--- config.mk ---
export PLATFORM = sky130hd
export DESIGN_NAME = debounce_arbiter
export DESIGN_NICKNAME = d
export VERILOG_FILES = /design/src/rtl/debounce_arbiter.sv
export SDC_FILE = /design/constraint.sdc
export NUM_CORES = 1
export LEC_CHECK = 0
export ABC_AREA = 1
export CAP_MARGIN = 10
export CORE_ASPECT_RATIO = 0.5
export CORE_MARGIN = 4
export CORE_UTILIZATION = 40
export DETAILED_ROUTE_END_ITERATION = 10
export MAX_ROUTING_LAYER = met4
export PLACE_DENSITY = 0.66
export SYNTH_ARGS = -nofsm -noshare
export SYNTH_HDL_FRONTEND = slang
export SYNTH_SLANG_ARGS = --single-unit
--- constraint.sdc ---
create_clock -name clk -period 2 [get_ports clk]
set_clock_uncertainty 0.1 [all_clocks]
set_input_delay 0.2 -clock clk [delete_from_list [all_inputs] [get_ports clk]]
set_output_delay 0.2 -clock clk [all_outputs]
set_load 0.005 [all_outputs]
--- src/rtl/debounce_arbiter.sv ---
// Debounces N_BUTTONS active-low push-buttons with one shared timer.
// Press edges are queued and serviced round-robin. Each grant ends in either a confirmed pulse or a counted reject.
module debounce_arbiter #(
    parameter int N_BUTTONS       = 4,
    parameter int ID_W            = 2,
    parameter int DEBOUNCE_CYCLES = 480000,
    parameter int CNT_W           = 20
) (
    input  logic                 clk,
    input  logic                 rst,
    input  logic [N_BUTTONS-1:0] btn_n,
    input  logic                 enable,
    output logic [N_BUTTONS-1:0] press_pulse,
    output logic                 busy,
    output logic [ID_W-1:0]      grant_id,
    output logic [7:0]           reject_count,
    output logic [N_BUTTONS-1:0] pending
);

    typedef enum logic [1:0] {
        IDLE   = 2'd0,
        WAIT   = 2'd1,
        SAMPLE = 2'd2
    } state_t;

    localparam logic [CNT_W-1:0] TIMER_LAST = CNT_W'(DEBOUNCE_CYCLES - 1);

    state_t                 state_r, state_next_s;
    logic [N_BUTTONS-1:0]   sync1_r, lvl_r, lvl_d_r, press_edge_s;
    logic [CNT_W-1:0]       timer_r, timer_next_s;
    logic [ID_W-1:0]        last_grant_r, last_next_s, grant_next_s, sel_s;
    logic                   sel_valid_s;
    logic [N_BUTTONS-1:0]   pending_next_s, pulse_next_s, clear_mask_s, ignore_mask_s;
    logic [7:0]             reject_next_s;

    // Scans from the button after last toward last itself; the nearest request wins.
    function automatic logic [ID_W:0] rr_pick(input logic [N_BUTTONS-1:0] req,
                                              input logic [ID_W-1:0]      last);
        logic [ID_W:0] res;
        int            idx;
        res = '0;
        for (int k = N_BUTTONS; k >= 1; k--) begin
            idx = (int'(last) + k) % N_BUTTONS;
            if (req[idx[ID_W-1:0]]) begin
                res = {1'b1, idx[ID_W-1:0]};
            end
        end
        return res;
    endfunction

    assign press_edge_s = lvl_d_r & ~lvl_r;
    assign busy         = (state_r != IDLE);

    // Two-flop synchronizer plus a delayed copy for falling-edge detection.
    always_ff @(posedge clk or posedge rst) begin
        if (rst) begin
            sync1_r <= '1;
            lvl_r   <= '1;
            lvl_d_r <= '1;
        end else begin
            sync1_r <= btn_n;
            lvl_r   <= sync1_r;
            lvl_d_r <= lvl_r;
        end
    end

    // Next-state, grant selection, pending bookkeeping and sample decision.
    always_comb begin
        state_next_s  = state_r;
        timer_next_s  = timer_r;
        grant_next_s  = grant_id;
        last_next_s   = last_grant_r;
        reject_next_s = reject_count;
        pulse_next_s  = '0;
        clear_mask_s  = '0;
        ignore_mask_s = '0;
        {sel_valid_s, sel_s} = rr_pick(pending, last_grant_r);
        case (state_r)
            IDLE: begin
                if (enable && sel_valid_s) begin
                    state_next_s         = WAIT;
                    timer_next_s         = '0;
                    grant_next_s         = sel_s;
                    clear_mask_s[sel_s]  = 1'b1;
                end else begin
                    state_next_s = IDLE;
                end
            end
            WAIT: begin
                ignore_mask_s[grant_id] = 1'b1;
                if (timer_r == TIMER_LAST) begin
                    state_next_s = SAMPLE;
                end else begin
                    timer_next_s = timer_r + CNT_W'(1);
                end
            end
            SAMPLE: begin
                // Further edges on the serviced button are bounce until it is released from service.
                ignore_mask_s[grant_id] = 1'b1;
                if (!lvl_r[grant_id]) begin
                    pulse_next_s[grant_id] = 1'b1;
                end else if (reject_count != 8'hFF) begin
                    reject_next_s = reject_count + 8'd1;
                end else begin
                    reject_next_s = reject_count;
                end
                last_next_s  = grant_id;
                state_next_s = IDLE;
            end
            default: begin
                state_next_s = IDLE;
            end
        endcase
        pending_next_s = (pending | (press_edge_s & ~ignore_mask_s)) & ~clear_mask_s;
    end

    // Arbiter state, timer and registered outputs.
    always_ff @(posedge clk or posedge rst) begin
        if (rst) begin
            state_r      <= IDLE;
            timer_r      <= '0;
            last_grant_r <= ID_W'(N_BUTTONS - 1);
            grant_id     <= '0;
            reject_count <= 8'd0;
            press_pulse  <= '0;
            pending      <= '0;
        end else begin
            state_r      <= state_next_s;
            timer_r      <= timer_next_s;
            last_grant_r <= last_next_s;
            grant_id     <= grant_next_s;
            reject_count <= reject_next_s;
            press_pulse  <= pulse_next_s;
            pending      <= pending_next_s;
        end
    end

endmodule

# Yosys cells after proc, flatten, opt, wreduce, memory -nomap -nowiden
# Index checks and enable logic that the tools add are counted.
# Widths: inputs -> output; s select.
[word_totals] elab_cells=77 output_inout_bits=19 ff_bits=54 inputBits=7
[classes] add_sub_neg=6 bitwise_logic=7 eq_ne=7 muxes=29 n_reduce_logical=10 order_cmp=8
[op_table] operator="$mux 20" count=2
[op_table] operator="$pmux 20 s2" count=1
[op_table] operator="$add 20x1->20 const B" count=1
[op_table] operator="$eq 20x19->1 const B" count=1
[op_table] operator="$mux 4" count=5
[op_table] operator="$lt 2x3->1 const B" count=6
[op_table] operator="$and 4x4->4" count=3
[op_table] operator="$mux 3" count=4
[op_table] operator="$not 4->4" count=3
[op_table] operator="$bmux 1 s2" count=5
[op_table] operator="$add 8x1->8 const B" count=1
[op_table] operator="$mux 1" count=8
[op_table] operator="$ne 8x8->1 const B" count=1
[op_table] operator="$ne 2x2->1 const B" count=3
[op_table] operator="$reduce_and 3->1" count=2
[op_table] operator="$add 2x1->2 const B" count=2
[op_table] operator="$add 2x2->2 const B" count=2
[op_table] operator="$demux 1 s2" count=2
[op_table] operator="$ge 2x1->1 const B" count=2
[op_table] operator="$or 4x4->4" count=1
[op_table] operator="$pmux 2 s2" count=1
[op_table] operator="$reduce_bool 2->1" count=2
[op_table] operator="$logic_and 1x1->1" count=3
[op_table] operator="$eq 2x1->1 const B" count=1
[op_table] operator="5 further kinds" count=5

# Depth between registers and ports, before layout
[logic_depth] depth_word=15 mapped_depth=11 ltp_nobuf=11

# Least setup slack after synthesis
# No wires, ideal clock.
[synth_path] kind="reg2reg" start="register state_r[1]" end="register timer_r[19]" path_buffers=1 path_slack_ns=0.320 path_stages_with_launch=9 period_less_slack_ns=1.680 setup_ns=0.127 arrival_ns=1.453 t_required_ns=1.773 path_cell_list="dfrtp_1 > inv_1 > ha_1 > clkinv_1 > o21ai_2 > nand2_4 > buf_12 > nand2_1 > o21ai_0"
[synth_via] elab_chain_len=3 word_cells_on_any_way=7 cone_classes="eq/ne (3); mux (1); reduce/logical (3)"
[synth_rtl] element="start, declared" line="28" rtl="state_t state_r, state_next_s;"
[synth_rtl] element="start signal, assigned" line="128" rtl="state_r <= state_next_s;"
[synth_rtl] element="$eq 2x1->1 / $logic_not 2->1 (equally long branches)" line="78" rtl="case (state_r)"
[synth_rtl] element="$ne 2x2->1 (no line) / $reduce_bool 2->1 (equally long branches)"
[synth_rtl] element="$reduce_and 3->1 (no line)"
[synth_rtl] element="end signal, assigned" line="129" rtl="timer_r <= timer_next_s;"
[synth_rtl] element="end, declared" line="30" rtl="logic [CNT_W-1:0] timer_r, timer_next_s;"
# Parallel ways exist; a longest one is shown, timed or not.
# A chain may end at the register's enable or synchronous reset.

# Worst setup path after layout
[layout_path] start="register last_grant_r[0]" end="register timer_r[2]"
[layout_via] elab_chain_len=10 word_cells_on_any_way=19 cone_classes="add/sub (4); eq/ne (1); mux (12); reduce/logical (2)"
[layout_rtl] element="start, declared" line="31" rtl="logic [ID_W-1:0] last_grant_r, last_next_s, grant_next_s, sel_s;"
[layout_rtl] element="start signal, assigned" line="122" rtl="last_grant_r <= ID_W'(N_BUTTONS - 1);"
[layout_rtl] element="start signal, assigned" line="130" rtl="last_grant_r <= last_next_s;"
[layout_rtl] element="$add 2x1->2" line="43" rtl="idx = (int'(last) + k) % N_BUTTONS;"
[layout_rtl] element="$bmux 1 s2" line="44" rtl="if (req[idx[ID_W-1:0]]) begin"
[layout_rtl] element="$mux 1 (implied by the code)" line="44"
[layout_rtl] element="$mux 3 (3 in a row)" line="44"
[layout_rtl] element="$mux 3 *" line="44"
[layout_rtl] element="$logic_and 1x1->1 *" line="80" rtl="if (enable && sel_valid_s) begin"
[layout_rtl] element="$ne 2x2->1 (no line) *"
[layout_rtl] element="$reduce_and 3->1 (no line) *"
# Every way passes the cells marked *; elsewhere a longest branch is shown, timed or not. The select of a mux whose other input is x is not followed.

==> summary.md <==
| Metric | Value |
|---|---|
| Outcome | `completed` |
| Most area-hungry cell type in the Yosys netlist | `dfrtp_1` |
| Power density cells | `615 nW/um^2` |
| R2R setup slack | `around 180 ps` |
| Global route total overflow | `0` |
| Worst Slack Setup Final | `175 ps` |
| Dpl cell area | `between 3000 and 4000 um^2` |
| Clk buf depth | `2` |
| I/O pins | `26` |
| Category of the critical setup timing path | `reg -> reg` |
| Resized cells post-CTS | `0` |
| Max-slew violation count | `0` |
| Number of library cell types mapped by synthesis | `31` |
| Crit path max fanout | `18` |
| Min-Delay Path Class | `in -> async` |
| Number of nets produced by synthesis | `just under 400` |
| Total via count after detailed routing | `2385` |
| Met2 GRT Util | `0.207` |
| Post-route setup TNS | `0 ps` |
| Most common cell after layout, fill and taps aside | `nand2_1` |
| Flip-flop and latch count after synthesis | `54` |
| Clock network latency to the later pin of the worst-skew pair | `approximately 300 ps` |
| Remaining DRCs | `0` |
| Worst max-slew margin expressed relative to the limit | `0.780` |
| Detailed-placement wirelength estimate | `approximately 4400 um` |
| P_leak | `1.63 nW` |
| Largest net degree at the start of global routing | `55` |
| Global router's overall resource usage | `0.151` |
| Inserted Clock Buffers | `5` |
| Portion of the post-synthesis area used by sequential elements | `0.458` |
| Post-route cell area | `approximately 3600 um^2` |
| Yosys warning total | `0` |
| Fraction of layout cells with a size suffix above 1 | `0.130` |
| Final-report hold violation count | `0` |
| N_diodes | `0` |
| Horizontal extent of the die | `130 um` |
| Cell occurring most often along the worst timing path | `nand2_1` |
| Data arrival time of the critical path | `1920 ps` |
| Nets | `between 400 and 500` |
| Busiest grt layer | `met1` |
| VDD IR max | `0.000354 V` |
| Root Buffer Master | `clkbuf_16` |
| Number of instances in the synthesized netlist | `roughly 380` |
| Core Area | `roughly 7000 um^2` |
| Final WL | `about 6100 um` |
| Critical Path Max Stage Delay | `approximately 650 ps` |
| Shortest clock period the worst path allows after layout | `between 1500 and 2000 ps` |
| RSZ-0062 raised after global routing | `yes` |
| Number of rows created at floorplan | `21` |
| Number of input and output port buffers inserted | `25` |
| Initial cell density of the core | `0.429` |
| Deepest level of the CTS H-tree | `2` |
| Clock tree from TritonCTS | `built` |
| Leading cell types in the layout, fill and taps excluded | `nand2_1, inv_1, nor2_1` |
| Number of antenna violations at the first check in global routing | `0` |
| Met3 track demand over resource in global routing | `0.0324` |
| Required time at the worst-slack endpoint | `~2100 ps` |
| Post-CTS setup buffer count | `0` |
| Area overhead of the layout relative to synthesis | `19.3%` |
| Cell chain of the critical path | `nand2_1 -> o21ai_0 -> nor2_1 -> nand2_1 -> nand3_2 -> o21ai_2 -> nand2_4 -> buf_12 -> nand2_1 -> o21ai_2` |
| # clock sinks | `54` |
| Part of the cycle the worst path needs | `0.912` |
| Max-cap viol count | `0` |
| Synthesized area | `approximately 3000 um^2` |
| Portion of synthesized cell area occupied by the leading cell type | `0.335` |
| DR pass1 iterations | `4` |
| Vertical die dimension | `slightly below 70 um` |
| Hold bufs inserted after CTS | `0` |
| Highest achievable clock rate | `between 500 and 600 MHz` |
| Type of origin of the critical path | `register` |
| Number of vias per cell | `roughly 4.7` |
| WL per Instance | `roughly 12 um` |
| Cells taking the most area after synthesis | `dfrtp_1, nand2_1, dfstp_2` |
| Post-route ant nets | `0` |
| Clock transition time at the flip-flop clock pins of the worst setup and hold paths | `approximately 70 ps` |
| Total Power | `~2.2 mW` |
| Global routing met1 resource utilization | `0.218` |
| Final weighted congestion in routability-driven placement | `approximately 0.86` |
| Category of the worst setup path capture point | `register` |
| Number of setup violations in the final report | `0` |
| Iter 0 DRT Violations | `237` |
| Via count of the first global-routing pass | `between 2000 and 2500` |
| Average size of a mapped cell | `7.85 um^2` |
| Area of the die | `around 9000 um^2` |
| Pre-CTS setup slack | `between 150 and 200 ps` |
| Wire length of the first global-routing pass | `~11000 um` |
| Library cell contributing the largest single delay on the critical path | `dfstp_2` |
| Slew @ Worst Pin | `approximately 330 ps` |
==> flip-flops by register name, summed over array words and instances (netlist names) <==
name,count
last_grant_r,2
lvl_d_r,4
pending,4
reject_count,8
grant_id,2
press_pulse,4
sync1_r,4
lvl_r,4
state_r,2
timer_r,20
==> cell families (layout without fill, tap and decap cells) <==
kind of cell | after synthesis | after routing | synth area share
AND/OR/NAND/NOR | 217 | 217 | 0.313
adder cells (fa/ha/maj) | 5 | 5 | 0.0209
AO/OA/AOI/OAI | 35 | 35 | 0.0782
XOR/XNOR | 17 | 17 | 0.0498
buffers and inverters | 53 | 88 | 0.0799
flip-flops | 54 | 54 | 0.458
==> worst max-delay path, delay by kind of cell, from the launching register on <==
kind / cells / cell delay [ps]
compound gates: 3 / 270
buf+inv: 1 / 160
flops: 1 / 650
simple gates: 6 / 510
==> metrics by stage <==
stage / utilization / std cells / hold WS, ps
floorplan: - / 381 / 104
global placement: 0.488 / 500 / 246
detailed placement: 0.488 / 500 / 247
CTS: 0.512 / 508 / 176
global route: 0.512 / 508 / 195
finish: 0.512 / 508 / 157
==> synth_stat cells (all sizes together) <==
master / count
xor2: 11
clkbuf: 2
clkinv: 1
a31oi: 2
or2: 1
nand3: 36
a21oi: 2
o21ai: 27
nand2: 119
a21o: 1
dfrtp: 40
a31o: 1
nand3b: 1
ha: 5
o211ai: 2
nor2: 42
buf: 5
xnor2: 6
nand4: 13
dfstp: 14
nor3: 5
inv: 45
==> layout make-up <==
cell class                 count  area (um^2)
clock inverter                 3         48.8
fill                         655         3390
tap                           92          115
inverter                      46          173
timing repair buffer          34          355
multi-input combinational    274         1380
sequential                    54         1370
clock buffer                   5          125
==> final timing paths <==
check,from,end,depth (start not counted)
min in group clk,btn_n[0],sync1_r[0],1
worst max-delay path,last_grant_r[0],timer_r[2],10
worst min register to register,sync1_r[0],lvl_r[0],0
worst min-delay path,rst,timer_r[0],3
max in group asynchronous,rst,sync1_r[0],3
worst max register to register,last_grant_r[0],timer_r[2],10
==> layer usage <==
layer,vias to the layer above,routed length [um]
li1,1275,-
met1,1075,3170
met2,27,2590
met3,8,189
met4,0,105
met5,-,0
==> power breakdown <==
group	switching (mW)	internal [mW]	total, mW
combinational	0.0265	0.0168	0.0433
clock	0.435	0.600	1.04
sequential	0.00448	1.11	1.12
No activity file was read; power rests on OpenSTA's default activity.
